--- src/rtl/inst_fetch_queue_pkg.sv ---
// Shared constants for the instruction fetch queue.
//   IFQ_DEPTH / IFQ_EXCP_W : default queue depth and IF exception width
//   EXCP_ADEF              : fetch address error exception code
//   THERM_*                : thermometer encodings used on if_valid / id_pop
//   therm_count()          : number of slots a thermometer code names
package inst_fetch_queue_pkg;

   localparam int IFQ_DEPTH  = 8;
   localparam int IFQ_EXCP_W = 7;

   localparam logic [IFQ_EXCP_W-1:0] EXCP_ADEF = 7'h08;

   localparam logic [1:0] THERM_NONE = 2'b00;
   localparam logic [1:0] THERM_ONE  = 2'b01;
   localparam logic [1:0] THERM_TWO  = 2'b11;

   // Non-thermometer codes (2'b10) collapse to zero slots.
   function automatic logic [1:0] therm_count(input logic [1:0] t);
      logic [1:0] n;
      case (t)
         THERM_ONE: n = 2'd1;
         THERM_TWO: n = 2'd2;
         default:   n = 2'd0;
      endcase
      return n;
   endfunction

endpackage

--- src/rtl/inst_fetch_queue_if.sv ---
// Fetch-side and decode-side buses of the instruction fetch queue.
//   if_* : up to two instructions offered by IF, if_ready back-pressure
//   id_* : two oldest entries presented to ID, id_pop consumption
// master = IF/ID pipeline side, slave = the queue.
interface inst_fetch_queue_if #(
   parameter int EXCP_W = 7
);
   logic [1:0]        if_valid;
   logic [31:0]       if_pc0;
   logic [31:0]       if_pc1;
   logic [31:0]       if_inst0;
   logic [31:0]       if_inst1;
   logic [EXCP_W-1:0] if_excp0;
   logic [EXCP_W-1:0] if_excp1;
   logic              if_ready;

   logic [1:0]        id_valid;
   logic [31:0]       id_pc0;
   logic [31:0]       id_pc1;
   logic [31:0]       id_inst0;
   logic [31:0]       id_inst1;
   logic [EXCP_W-1:0] id_excp0;
   logic [EXCP_W-1:0] id_excp1;
   logic [1:0]        id_pop;

   modport master (
      output if_valid, if_pc0, if_pc1, if_inst0, if_inst1, if_excp0, if_excp1, id_pop,
      input  if_ready, id_valid, id_pc0, id_pc1, id_inst0, id_inst1, id_excp0, id_excp1
   );

   modport slave (
      input  if_valid, if_pc0, if_pc1, if_inst0, if_inst1, if_excp0, if_excp1, id_pop,
      output if_ready, id_valid, id_pc0, id_pc1, id_inst0, id_inst1, id_excp0, id_excp1
   );
endinterface

--- src/rtl/inst_fetch_queue_ifq_ram.sv ---
// Entry storage for the fetch queue: DEPTH x W register array.
//   clk              : clock
//   we0/waddr0/wdata0: write port 0 (older instruction)
//   we1/waddr1/wdata1: write port 1 (younger instruction, never same address as port 0)
//   raddr0/rdata0    : asynchronous read port 0
//   raddr1/rdata1    : asynchronous read port 1
// Contents are never reset; validity is tracked by the queue count.
module ifq_ram #(
   parameter int DEPTH = 8,
   parameter int W     = 71,
   parameter int AW    = $clog2(DEPTH)
) (
   input  logic          clk,
   input  logic          we0,
   input  logic [AW-1:0] waddr0,
   input  logic [W-1:0]  wdata0,
   input  logic          we1,
   input  logic [AW-1:0] waddr1,
   input  logic [W-1:0]  wdata1,
   input  logic [AW-1:0] raddr0,
   output logic [W-1:0]  rdata0,
   input  logic [AW-1:0] raddr1,
   output logic [W-1:0]  rdata1
);

   logic [W-1:0] mem_q [DEPTH];
   logic [W-1:0] mem_d [DEPTH];

   always_comb begin
      mem_d = mem_q;
      if (we0) mem_d[waddr0] = wdata0;
      if (we1) mem_d[waddr1] = wdata1;
   end

   always_ff @(posedge clk) begin
      mem_q <= mem_d;
   end

   assign rdata0 = mem_q[raddr0];
   assign rdata1 = mem_q[raddr1];

endmodule

--- src/rtl/inst_fetch_queue.sv ---
// Instruction fetch queue decoupling IF from the two ID decoders.
//   clk   : clock
//   rstn  : synchronous active-low reset (empties the queue)
//   flush : discard every entry and any same-cycle push/pop
//   bus   : fetch push side (if_*) and decode head side (id_*)
// Count is held separately from the pointers so full and empty are distinct.
// if_ready only looks at the registered count, so a same-cycle pop never
// opens room for a push.
module inst_fetch_queue
   import inst_fetch_queue_pkg::*;
#(
   parameter int DEPTH  = IFQ_DEPTH,
   parameter int EXCP_W = IFQ_EXCP_W
) (
   input  logic              clk,
   input  logic              rstn,
   input  logic              flush,
   inst_fetch_queue_if.slave bus
);

   localparam int PW = $clog2(DEPTH);
   localparam int CW = PW + 1;
   localparam int EW = 64 + EXCP_W;

   logic [PW-1:0] head_q, head_d;
   logic [PW-1:0] tail_q, tail_d;
   logic [CW-1:0] count_q, count_d;

   logic          push_en;
   logic          push_two;
   logic [1:0]    push_n;
   logic [1:0]    pop_req;
   logic [1:0]    pop_n;
   logic [PW-1:0] head_p1;
   logic [PW-1:0] tail_p1;
   logic [EW-1:0] wdata0, wdata1;
   logic [EW-1:0] rdata0, rdata1;
   logic          ready;

   assign head_p1 = head_q + PW'(1);
   assign tail_p1 = tail_q + PW'(1);

   // Two free slots are required even for a single-instruction push.
   assign ready        = rstn & (count_q <= CW'(DEPTH - 2));
   assign bus.if_ready = ready;

   always_comb begin
      push_en  = bus.if_valid[0] & ready & ~flush;
      push_two = push_en & bus.if_valid[1];
      push_n   = {push_two, push_en & ~push_two};
      pop_req  = therm_count(bus.id_pop);
      // Over-popping is clamped to what is actually held (count is 0 or 1 here).
      pop_n    = (CW'(pop_req) > count_q) ? count_q[1:0] : pop_req;

      head_d   = head_q + PW'(pop_n);
      tail_d   = tail_q + PW'(push_n);
      count_d  = count_q + CW'(push_n) - CW'(pop_n);

      if (flush) begin
         head_d  = '0;
         tail_d  = '0;
         count_d = '0;
      end
   end

   always_ff @(posedge clk) begin
      if (!rstn) begin
         head_q  <= '0;
         tail_q  <= '0;
         count_q <= '0;
      end else begin
         head_q  <= head_d;
         tail_q  <= tail_d;
         count_q <= count_d;
      end
   end

   assign wdata0 = {bus.if_excp0, bus.if_inst0, bus.if_pc0};
   assign wdata1 = {bus.if_excp1, bus.if_inst1, bus.if_pc1};

   ifq_ram #(
      .DEPTH (DEPTH),
      .W     (EW)
   ) u_ram (
      .clk    (clk),
      .we0    (push_en),
      .waddr0 (tail_q),
      .wdata0 (wdata0),
      .we1    (push_two),
      .waddr1 (tail_p1),
      .wdata1 (wdata1),
      .raddr0 (head_q),
      .rdata0 (rdata0),
      .raddr1 (head_p1),
      .rdata1 (rdata1)
   );

   // Invalid slots present all-zero data so the decoder sees inst = 0.
   logic valid0, valid1;
   assign valid0       = (count_q != '0);
   assign valid1       = (count_q >= CW'(2));
   assign bus.id_valid = {valid1, valid0};

   assign bus.id_pc0   = valid0 ? rdata0[31:0]    : '0;
   assign bus.id_inst0 = valid0 ? rdata0[63:32]   : '0;
   assign bus.id_excp0 = valid0 ? rdata0[EW-1:64] : '0;
   assign bus.id_pc1   = valid1 ? rdata1[31:0]    : '0;
   assign bus.id_inst1 = valid1 ? rdata1[63:32]   : '0;
   assign bus.id_excp1 = valid1 ? rdata1[EW-1:64] : '0;

endmodule
--- src/flat_wrapper.sv ---
// flat-port wrapper written by rule: the top's interface ports become plain ports
module inst_fetch_queue_flat import inst_fetch_queue_pkg::*;
#(
   parameter int DEPTH  = IFQ_DEPTH,
   parameter int EXCP_W = IFQ_EXCP_W
)
  (clk, rstn, flush, bus_if_valid, bus_if_pc0, bus_if_pc1, bus_if_inst0, bus_if_inst1, bus_if_excp0, bus_if_excp1, bus_id_pop, bus_if_ready, bus_id_valid, bus_id_pc0, bus_id_pc1, bus_id_inst0, bus_id_inst1, bus_id_excp0, bus_id_excp1);
  inst_fetch_queue_if #(.EXCP_W(EXCP_W)) bus_i ();
  input  logic clk;
  input  logic rstn;
  input  logic flush;
  input wire logic [$bits(bus_i.if_valid)-1:0] bus_if_valid;
  input wire logic [$bits(bus_i.if_pc0)-1:0] bus_if_pc0;
  input wire logic [$bits(bus_i.if_pc1)-1:0] bus_if_pc1;
  input wire logic [$bits(bus_i.if_inst0)-1:0] bus_if_inst0;
  input wire logic [$bits(bus_i.if_inst1)-1:0] bus_if_inst1;
  input wire logic [$bits(bus_i.if_excp0)-1:0] bus_if_excp0;
  input wire logic [$bits(bus_i.if_excp1)-1:0] bus_if_excp1;
  input wire logic [$bits(bus_i.id_pop)-1:0] bus_id_pop;
  output wire logic [$bits(bus_i.if_ready)-1:0] bus_if_ready;
  output wire logic [$bits(bus_i.id_valid)-1:0] bus_id_valid;
  output wire logic [$bits(bus_i.id_pc0)-1:0] bus_id_pc0;
  output wire logic [$bits(bus_i.id_pc1)-1:0] bus_id_pc1;
  output wire logic [$bits(bus_i.id_inst0)-1:0] bus_id_inst0;
  output wire logic [$bits(bus_i.id_inst1)-1:0] bus_id_inst1;
  output wire logic [$bits(bus_i.id_excp0)-1:0] bus_id_excp0;
  output wire logic [$bits(bus_i.id_excp1)-1:0] bus_id_excp1;
  assign bus_i.if_valid = bus_if_valid;
  assign bus_i.if_pc0 = bus_if_pc0;
  assign bus_i.if_pc1 = bus_if_pc1;
  assign bus_i.if_inst0 = bus_if_inst0;
  assign bus_i.if_inst1 = bus_if_inst1;
  assign bus_i.if_excp0 = bus_if_excp0;
  assign bus_i.if_excp1 = bus_if_excp1;
  assign bus_i.id_pop = bus_id_pop;
  assign bus_if_ready = bus_i.if_ready;
  assign bus_id_valid = bus_i.id_valid;
  assign bus_id_pc0 = bus_i.id_pc0;
  assign bus_id_pc1 = bus_i.id_pc1;
  assign bus_id_inst0 = bus_i.id_inst0;
  assign bus_id_inst1 = bus_i.id_inst1;
  assign bus_id_excp0 = bus_i.id_excp0;
  assign bus_id_excp1 = bus_i.id_excp1;
  inst_fetch_queue #(.DEPTH(DEPTH), .EXCP_W(EXCP_W)) u_core (.clk(clk), .rstn(rstn), .flush(flush), .bus(bus_i));
endmodule
--- config.mk ---
export PLATFORM = sky130hd
export DESIGN_NAME = inst_fetch_queue_flat
export DESIGN_NICKNAME = d
export VERILOG_FILES = /design/src/rtl/inst_fetch_queue_pkg.sv /design/src/rtl/inst_fetch_queue_if.sv /design/src/rtl/inst_fetch_queue_ifq_ram.sv /design/src/rtl/inst_fetch_queue.sv /design/src/flat_wrapper.sv
export SDC_FILE = /design/constraint.sdc
export NUM_CORES = 2
export LEC_CHECK = 0
export BUFFER_PORTS_ARGS = -buffer_cell sky130_fd_sc_hd__buf_4
export CAP_MARGIN = 20
export CORE_ASPECT_RATIO = 1.75
export CORE_UTILIZATION = 61
export DETAILED_ROUTE_END_ITERATION = 6
export PLACE_DENSITY_LB_ADDON = 0.15
export SYNTH_ARGS = -nofsm -noshare
export SYNTH_HDL_FRONTEND = slang
export SYNTH_SLANG_ARGS = --single-unit
export TNS_END_PERCENT = 100
--- constraint.sdc ---
create_clock -name clk -period 3.2 [get_ports clk]
set_input_delay 0.48 -clock clk [delete_from_list [all_inputs] [get_ports clk]]
set_output_delay 0.48 -clock clk [all_outputs]
set_load 0.01 [all_outputs]
* After elaboration in Yosys (flattened, before gate mapping)
Index checks and enable logic that the tools add are counted.
** Storage, ports and cells
- Register bits :: 578
- Input bits :: 149
- Output and inout bits :: 145
- Word-level logic and storage cells :: 66
** Cells by class
- Add/subtract/negate cells :: 6
- Order comparisons :: 9
- Equality and inequality tests :: 2
- Muxes and demuxes :: 22
- Bitwise logic cells :: 12
- Reduce and logical (&&, ||, !) cells :: 4
** Operator list (number)
- 568-bit bitwise mux :: 2
- 568-bit 2-to-1 mux :: 2
- 71-bit binary-select mux with 3-bit select :: 2
- 71-bit demux with 3-bit select :: 2
- 71-bit 2-to-1 mux :: 6
- 32-bit 2-to-1 mux :: 4
- 4-bit greater-or-equal comparator (second input constant) :: 4
- 3-bit inverter with 4-bit output :: 4
- 7-bit 2-to-1 mux :: 2
- 4-bit by 1-bit less-than comparator with 1-bit output (second input constant) :: 2
- 3-bit by 1-bit adder with 3-bit output (second input constant) :: 2
- 3-bit by 2-bit adder with 3-bit output :: 2
- 1-bit bitwise AND :: 5
- 4-bit by 2-bit adder with 4-bit output :: 1
- 4-bit by 2-bit greater-or-equal comparator with 1-bit output (second input constant) :: 1
- 2-bit by 4-bit > comparator with 1-bit output :: 1
- 4-bit by 3-bit less-or-equal comparator with 1-bit output (second input constant) :: 1
- 2-bit one-hot mux with 2 select lines :: 1
- 4-bit nonzero test :: 1
- 4-bit by 2-bit subtractor with 4-bit output :: 1
- 1-bit inverter :: 3
- 2-bit by 1-bit == test with 1-bit output (second input constant) :: 1
- 2-bit == test (second input constant) :: 1
- 1-bit logical AND :: 2
- other kinds (2) :: 2

* Logic depth before layout (Yosys ltp)
- Word-level depth :: 9
- Depth in mapped cells :: 14
- Mapped depth without buffers :: 13

* Modules after synthesis
Synthesis repeated with hierarchy kept, for this count alone.
** Unflattened totals
- Cells, all modules :: 3365
- Area total of the unflattened synthesis :: 33905.0 um^2
** By module, submodules not included
- ifq_ram :: instances 1, cells each 3127, area an instance 32154.6 um^2
- inst_fetch_queue :: instances 1, cells each 238, area an instance 1750.4 um^2

* Worst setup path before layout
OpenSTA, ideal clock, no wires.
- Path kind :: register to register
- Start point :: reg u_core.count_q[3]
- End point :: reg u_core.count_q[3]
- Library setup time :: 0.120 ns
- Data arrival time :: 2.890 ns
- Required time :: 3.080 ns
- Slack :: 0.190 ns
- Cell stages (with the launch flop) :: 15
- Path buffers :: 1
- Cell sequence :: dfxtp_1 > inv_1 > ha_1 > and3_1 > buf_2 > nor2_2 > and2_1 > nand3_1 > fa_1 > inv_1 > ha_1 > a21o_1 > a21oi_1 > xnor2_1 > nor2_1
** On the way
- Longest elaborated chain between the ends :: 9
** RTL lines
- start, declared :: line inst_fetch_queue.sv:27 : logic [CW-1:0] count_q, count_d;
- start signal, assigned :: line inst_fetch_queue.sv:74 : count_q <= count_d;
- 4-bit by 3-bit less-or-equal comparator with 1-bit output (*) :: line inst_fetch_queue.sv:44 : assign ready = rstn & (count_q <= CW'(DEPTH - 2));
- 1-bit bitwise AND (*) :: line inst_fetch_queue.sv:44
- via bus_if_ready :: line flat_wrapper.sv:20 : output wire logic [$bits(bus_i.if_ready)-1:0] bus_if_ready;
- 1-bit bitwise AND (*) (2 in series) :: line inst_fetch_queue.sv:48 : push_en = bus.if_valid[0] & ready & ~flush;
- 1-bit bitwise AND :: line inst_fetch_queue.sv:49 : push_two = push_en & bus.if_valid[1];
- 1-bit inverter :: line inst_fetch_queue.sv:50 : push_n = {push_two, push_en & ~push_two};
- 1-bit bitwise AND :: line inst_fetch_queue.sv:50
- 4-bit by 2-bit adder with 4-bit output (*) :: line inst_fetch_queue.sv:57 : count_d = count_q + CW'(push_n) - CW'(pop_n);
- 4-bit by 2-bit subtractor with 4-bit output (*) :: line inst_fetch_queue.sv:57
Mark *: on every way through the listed nets, which the timed path passes. The rest lies on a longest branch.
A chain may end at the register's enable or synchronous reset.

* Worst setup path after layout
- Start point :: reg u_core.head_q[0]
- End point :: out bus_id_inst0[14]
** On the way
- Longest elaborated chain between the ends :: 5
** RTL lines
- start, declared :: line inst_fetch_queue.sv:25 : logic [PW-1:0] head_q, head_d;
- start signal, assigned :: line inst_fetch_queue.sv:68 : head_q <= '0;
- start signal, assigned :: line inst_fetch_queue.sv:72 : head_q <= head_d;
- 3-bit inverter with 4-bit output (implied by the code) :: line inst_fetch_queue_ifq_ram.sv:39 : assign rdata0 = mem_q[raddr0];
- 71-bit binary-select mux with 3-bit select :: line inst_fetch_queue_ifq_ram.sv:39
- 71-bit 2-to-1 mux (implied by the code) (2 in series) :: line inst_fetch_queue_ifq_ram.sv:39
- 32-bit 2-to-1 mux :: line inst_fetch_queue.sv:105 : assign bus.id_inst0 = valid0 ? rdata0[63:32] : '0;
- end, declared :: line flat_wrapper.sv:24 : output wire logic [$bits(bus_i.id_inst0)-1:0] bus_id_inst0;
No other way between the ends. The select of a mux whose other input is x is not followed.

==> impl_metrics.xml <==
<?xml version="1.0" encoding="UTF-8"?>
<metrics>
  <group name="status">
    <metric name="outcome" unit="">finished clean</metric>
  </group>
  <group name="worst_setup_path">
    <metric name="crit_arrival" unit="ps">2700</metric>
    <metric name="rr_endpoint" unit="">u_core.count_q[3]</metric>
    <metric name="cp.required" unit="ps">2720</metric>
    <metric name="crit_path_start_kind" unit="">register</metric>
    <metric name="worst_setup_endpoint" unit="">bus_id_inst0[14]</metric>
    <metric name="crit_start" unit="">u_core.head_q[0]</metric>
    <metric name="crit_path_max_fanout" unit="">58</metric>
    <metric name="internal_reg_to_reg_setup_slack" unit="ps">240</metric>
    <metric name="rr_worst_depth" unit="">13</metric>
    <metric name="setup.worst_path.end_class" unit="">output port</metric>
    <metric name="r2r_start" unit="">u_core.count_q[1]</metric>
    <metric name="class_of_the_most_critical_setup_path" unit="">register to output port</metric>
  </group>
  <group name="cells_and_area">
    <metric name="area.growth.synth_to_final" unit="%">15.6</metric>
    <metric name="post_layout_nets" unit="">3053</metric>
    <metric name="drive_gt1_frac" unit="">0.502</metric>
  </group>
  <group name="die">
    <metric name="placeableCoreArea" unit="um^2">56000</metric>
    <metric name="std_cell_rows" unit="">115</metric>
    <metric name="floorplan.initialDensity" unit="">0.616</metric>
    <metric name="die_y" unit="um">317</metric>
    <metric name="die_area" unit="um^2">57500</metric>
    <metric name="die_x" unit="um">182</metric>
    <metric name="boundaryPins" unit="">294</metric>
  </group>
  <group name="yosys">
    <metric name="synth_nets" unit="">2844</metric>
    <metric name="dominant_cell_type_by_area_after_synthesis" unit="">sky130_fd_sc_hd__dfxtp_1</metric>
    <metric name="asyncSetResetFlopFracSynth" unit="">0</metric>
    <metric name="yosys_warnings" unit="">0</metric>
    <metric name="synth-seq-cells" unit="">578</metric>
    <metric name="ys_top_cells_by_area" unit="">sky130_fd_sc_hd__dfxtp_1 (34%), sky130_fd_sc_hd__mux2_2 (23%), sky130_fd_sc_hd__mux4_2 (19%)</metric>
    <metric name="post_synth_mux_area_share" unit="">0.577</metric>
    <metric name="mappedNetlistArea" unit="um^2">34500</metric>
    <metric name="synth_compound_area_frac" unit="">0.0114</metric>
    <metric name="most_numerous_cell_in_the_yosys_netlist" unit="">sky130_fd_sc_hd__mux2_2</metric>
    <metric name="synth_edf_count" unit="">0</metric>
    <metric name="synthTopCellsByCount" unit="">sky130_fd_sc_hd__mux2_2 (703), sky130_fd_sc_hd__dfxtp_1 (578), sky130_fd_sc_hd__mux2_1 (433)</metric>
    <metric name="average_instance_area_after_synthesis" unit="um^2">12.9</metric>
    <metric name="netlist.area_leader.share" unit="">0.336</metric>
    <metric name="synthXorXnorAreaFrac" unit="">0.00203</metric>
    <metric name="post_synth_num_cell_types" unit="">37</metric>
    <metric name="yosys_most_used_dff" unit="">sky130_fd_sc_hd__dfxtp_1</metric>
    <metric name="ys_seq_area_frac" unit="">0.336</metric>
    <metric name="synthAdderAreaFrac" unit="">0.00704</metric>
    <metric name="synth_simple_gate_area_frac" unit="">0.0359</metric>
    <metric name="main_combinational_cell_family_by_area_after_synthesis" unit="">multiplexers</metric>
    <metric name="syn-instance-count" unit="">2678</metric>
  </group>
  <group name="min_path">
    <metric name="min_path_type" unit="">primary input to register</metric>
  </group>
  <group name="run">
    <metric name="cap_viol_max_count" unit="">0</metric>
  </group>
  <group name="sta">
    <metric name="unrepaired_setup_endpoints_after_global_routing" unit="">yes</metric>
    <metric name="timing.hold.ws" unit="ps">130</metric>
    <metric name="hold_viol" unit="">0</metric>
    <metric name="fin_crit" unit="ps">3180</metric>
    <metric name="final.setup_skew" unit="ps">20.0</metric>
    <metric name="finalSetupViolations" unit="">0</metric>
    <metric name="post-route-period-util" unit="">0.993</metric>
    <metric name="slew_headroom" unit="">0.299</metric>
    <metric name="fmax" unit="GHz">0.315</metric>
    <metric name="final-max-slew-violation-count" unit="">0</metric>
    <metric name="timing_worst_slew_pin_value" unit="ps">1050</metric>
  </group>
  <group name="detailed_routing">
    <metric name="route.detailed.vias_per_inst" unit="">6.75</metric>
    <metric name="detailedRoute.firstPassIterationCount" unit="">5</metric>
    <metric name="antenna_left" unit="">0</metric>
    <metric name="via_count" unit="">24600</metric>
    <metric name="drt_first_iter_violations" unit="">1854</metric>
    <metric name="wirelength" unit="mm">103</metric>
    <metric name="drc" unit="">0</metric>
    <metric name="detail_route.wl_per_cell" unit="um">28.3</metric>
  </group>
  <group name="place">
    <metric name="post-dp-hpwl" unit="mm">60.6</metric>
    <metric name="place.port_buffers" unit="">293</metric>
    <metric name="globalplace.congestion" unit="">0.832</metric>
  </group>
  <group name="clocking">
    <metric name="cts_htree_levels" unit="">2</metric>
    <metric name="cts_hold_repair.buffers" unit="">0</metric>
    <metric name="clkSlewWorstSetupHoldPaths" unit="ps">70</metric>
    <metric name="master_cell_of_the_clock_root_buffer" unit="">sky130_fd_sc_hd__clkbuf_16</metric>
    <metric name="number_of_buffers_created_by_cts" unit="">55</metric>
    <metric name="cts_tree" unit="">yes</metric>
    <metric name="numClockSinks" unit="">578</metric>
    <metric name="clock_tree.buffer_depth" unit="">3</metric>
    <metric name="worst_skew_late_latency" unit="ps">620</metric>
  </group>
  <group name="power">
    <metric name="power.ir.vdd_worst" unit="V">0.000464</metric>
    <metric name="p_leak" unit="nW">16.5</metric>
    <metric name="power_density" unit="nW/um^2">605</metric>
    <metric name="final_power" unit="mW">24.1</metric>
  </group>
  <group name="global_route">
    <metric name="gr-total-overflow" unit="">0</metric>
    <metric name="antenna_found_initial" unit="">8</metric>
    <metric name="grt_max_degree" unit="">73</metric>
    <metric name="first_global_vias" unit="">26300</metric>
    <metric name="grt_usage" unit="">0.356</metric>
    <metric name="grt_pass1_wl" unit="mm">156</metric>
  </group>
</metrics>
-- worst min-delay path by stage --
| stage | slack (ps) | end | start | cells after the start |
|---|---|---|---|---|
| floorplan | 550 | u_core.u_ram.mem_q[214] | u_core.u_ram.mem_q[214] | 2 |
| global placement | 570 | u_core.u_ram.mem_q[560] | u_core.u_ram.mem_q[560] | 2 |
| detailed placement | 590 | u_core.u_ram.mem_q[224] | u_core.u_ram.mem_q[224] | 2 |
| CTS | 110 | u_core.u_ram.mem_q[236] | bus_if_pc1[23] | 2 |
| global route | 130 | u_core.u_ram.mem_q[23] | bus_if_pc1[23] | 2 |
| finish | 130 | u_core.u_ram.mem_q[236] | bus_if_pc1[23] | 2 |
-- cell type report --
cell class	instances	area, um^2
multi-input combinational	1865	22000
fill	3930	16100
sequential	578	11600
timing repair buffer	373	3450
clock buffer	84	1670
tap	702	878
clock inverter	15	233
inverter	14	52.6
antenna	7	17.5
-- metal layers --
metal  share of wire  vias to the layer above  track usage
li1                -                    10600            -
met1            0.37                    12500        0.407
met2            0.51                     1147        0.635
met3           0.070                      322       0.0581
met4           0.050                        4        0.195
met5         0.00022                        -            0
-- metrics by stage --
step	area, um^2	instances	setup TNS [ps]	util	setup WS, ps
3_5_place_dp	37800	3524	-6.60	0.675	-6.60
3_3_place_gp	37800	3524	0	0.675	16.6
5_1_grt	39900	3637	-760	0.712	-88.1
2_1_floorplan	34500	2678	0	-	190
6_report	39900	3638	0	0.713	22.1
4_1_cts	39900	3631	-7.06	0.712	-4.63
-- flip-flops by register name, summed over array words and instances, names as in the netlist --
signal / flops
u_core.count_q: 4
u_core.head_q: 3
u_core.tail_q: 3
u_core.u_ram.mem_q: 568
-- critical path, cell delays in order (launching register included) --
cell	delay, ps
sky130_fd_sc_hd__dfxtp_4	390
sky130_fd_sc_hd__buf_16	280
sky130_fd_sc_hd__buf_16	360
sky130_fd_sc_hd__mux4_2	560
sky130_fd_sc_hd__mux2i_1	170
sky130_fd_sc_hd__nor2_1	110
sky130_fd_sc_hd__buf_4	190
-- power by group --
part | switching (mW) | leakage (nW) | internal (mW) | total, mW
Sequential | 0.729 | 4.72 | 8.20 | 8.93
Combinational | 3.81 | 10.8 | 4.39 | 8.20
Clock | 2.94 | 0.939 | 4.06 | 6.99
Total | 7.47 | 16.5 | 16.7 | 24.1
-- layout by cell type, fill, tap and decap left out, drive strengths merged, types with 2 or more instances in the layout --
cell type  count
nor4           8
and3b          2
dfxtp        578
mux4         284
nand4bb        2
clkbuf        84
nor2b          3
diode          7
nand4b         3
and3           2
ha            13
inv           14
nand4          4
a21oi         72
buf          370
and2           7
mux2        1136
mux2i         72
fa             4
nand3          4
nand2b         4
bufinv         6
nor2          84
clkinv         9
bufbuf         3
xor2           4
nand2        145
xnor2          4
o21ai          2
-- what timing repair did --
| action | 4_1_cts | 5_1_grt |
|---|---|---|
| buffers inserted | 5 | 0 |
| gates cloned | 3 | 0 |
| gates resized for setup | 8 | 3 |
| endpoints found under the setup margin | 114 | 23 |
| pin swaps | 1 | 1 |
-- cells by family (layout without fill, tap and decap cells) --
kind of cell | Yosys count | after routing
flops | 578 | 578
mux | 1492 | 1492
xor+xnor | 8 | 8
simple gates | 271 | 271
other cells | 0 | 7
buf+inv | 235 | 486
compound gates | 77 | 77
fa+ha+maj | 17 | 17
Power figures use the tool's default switching activity.
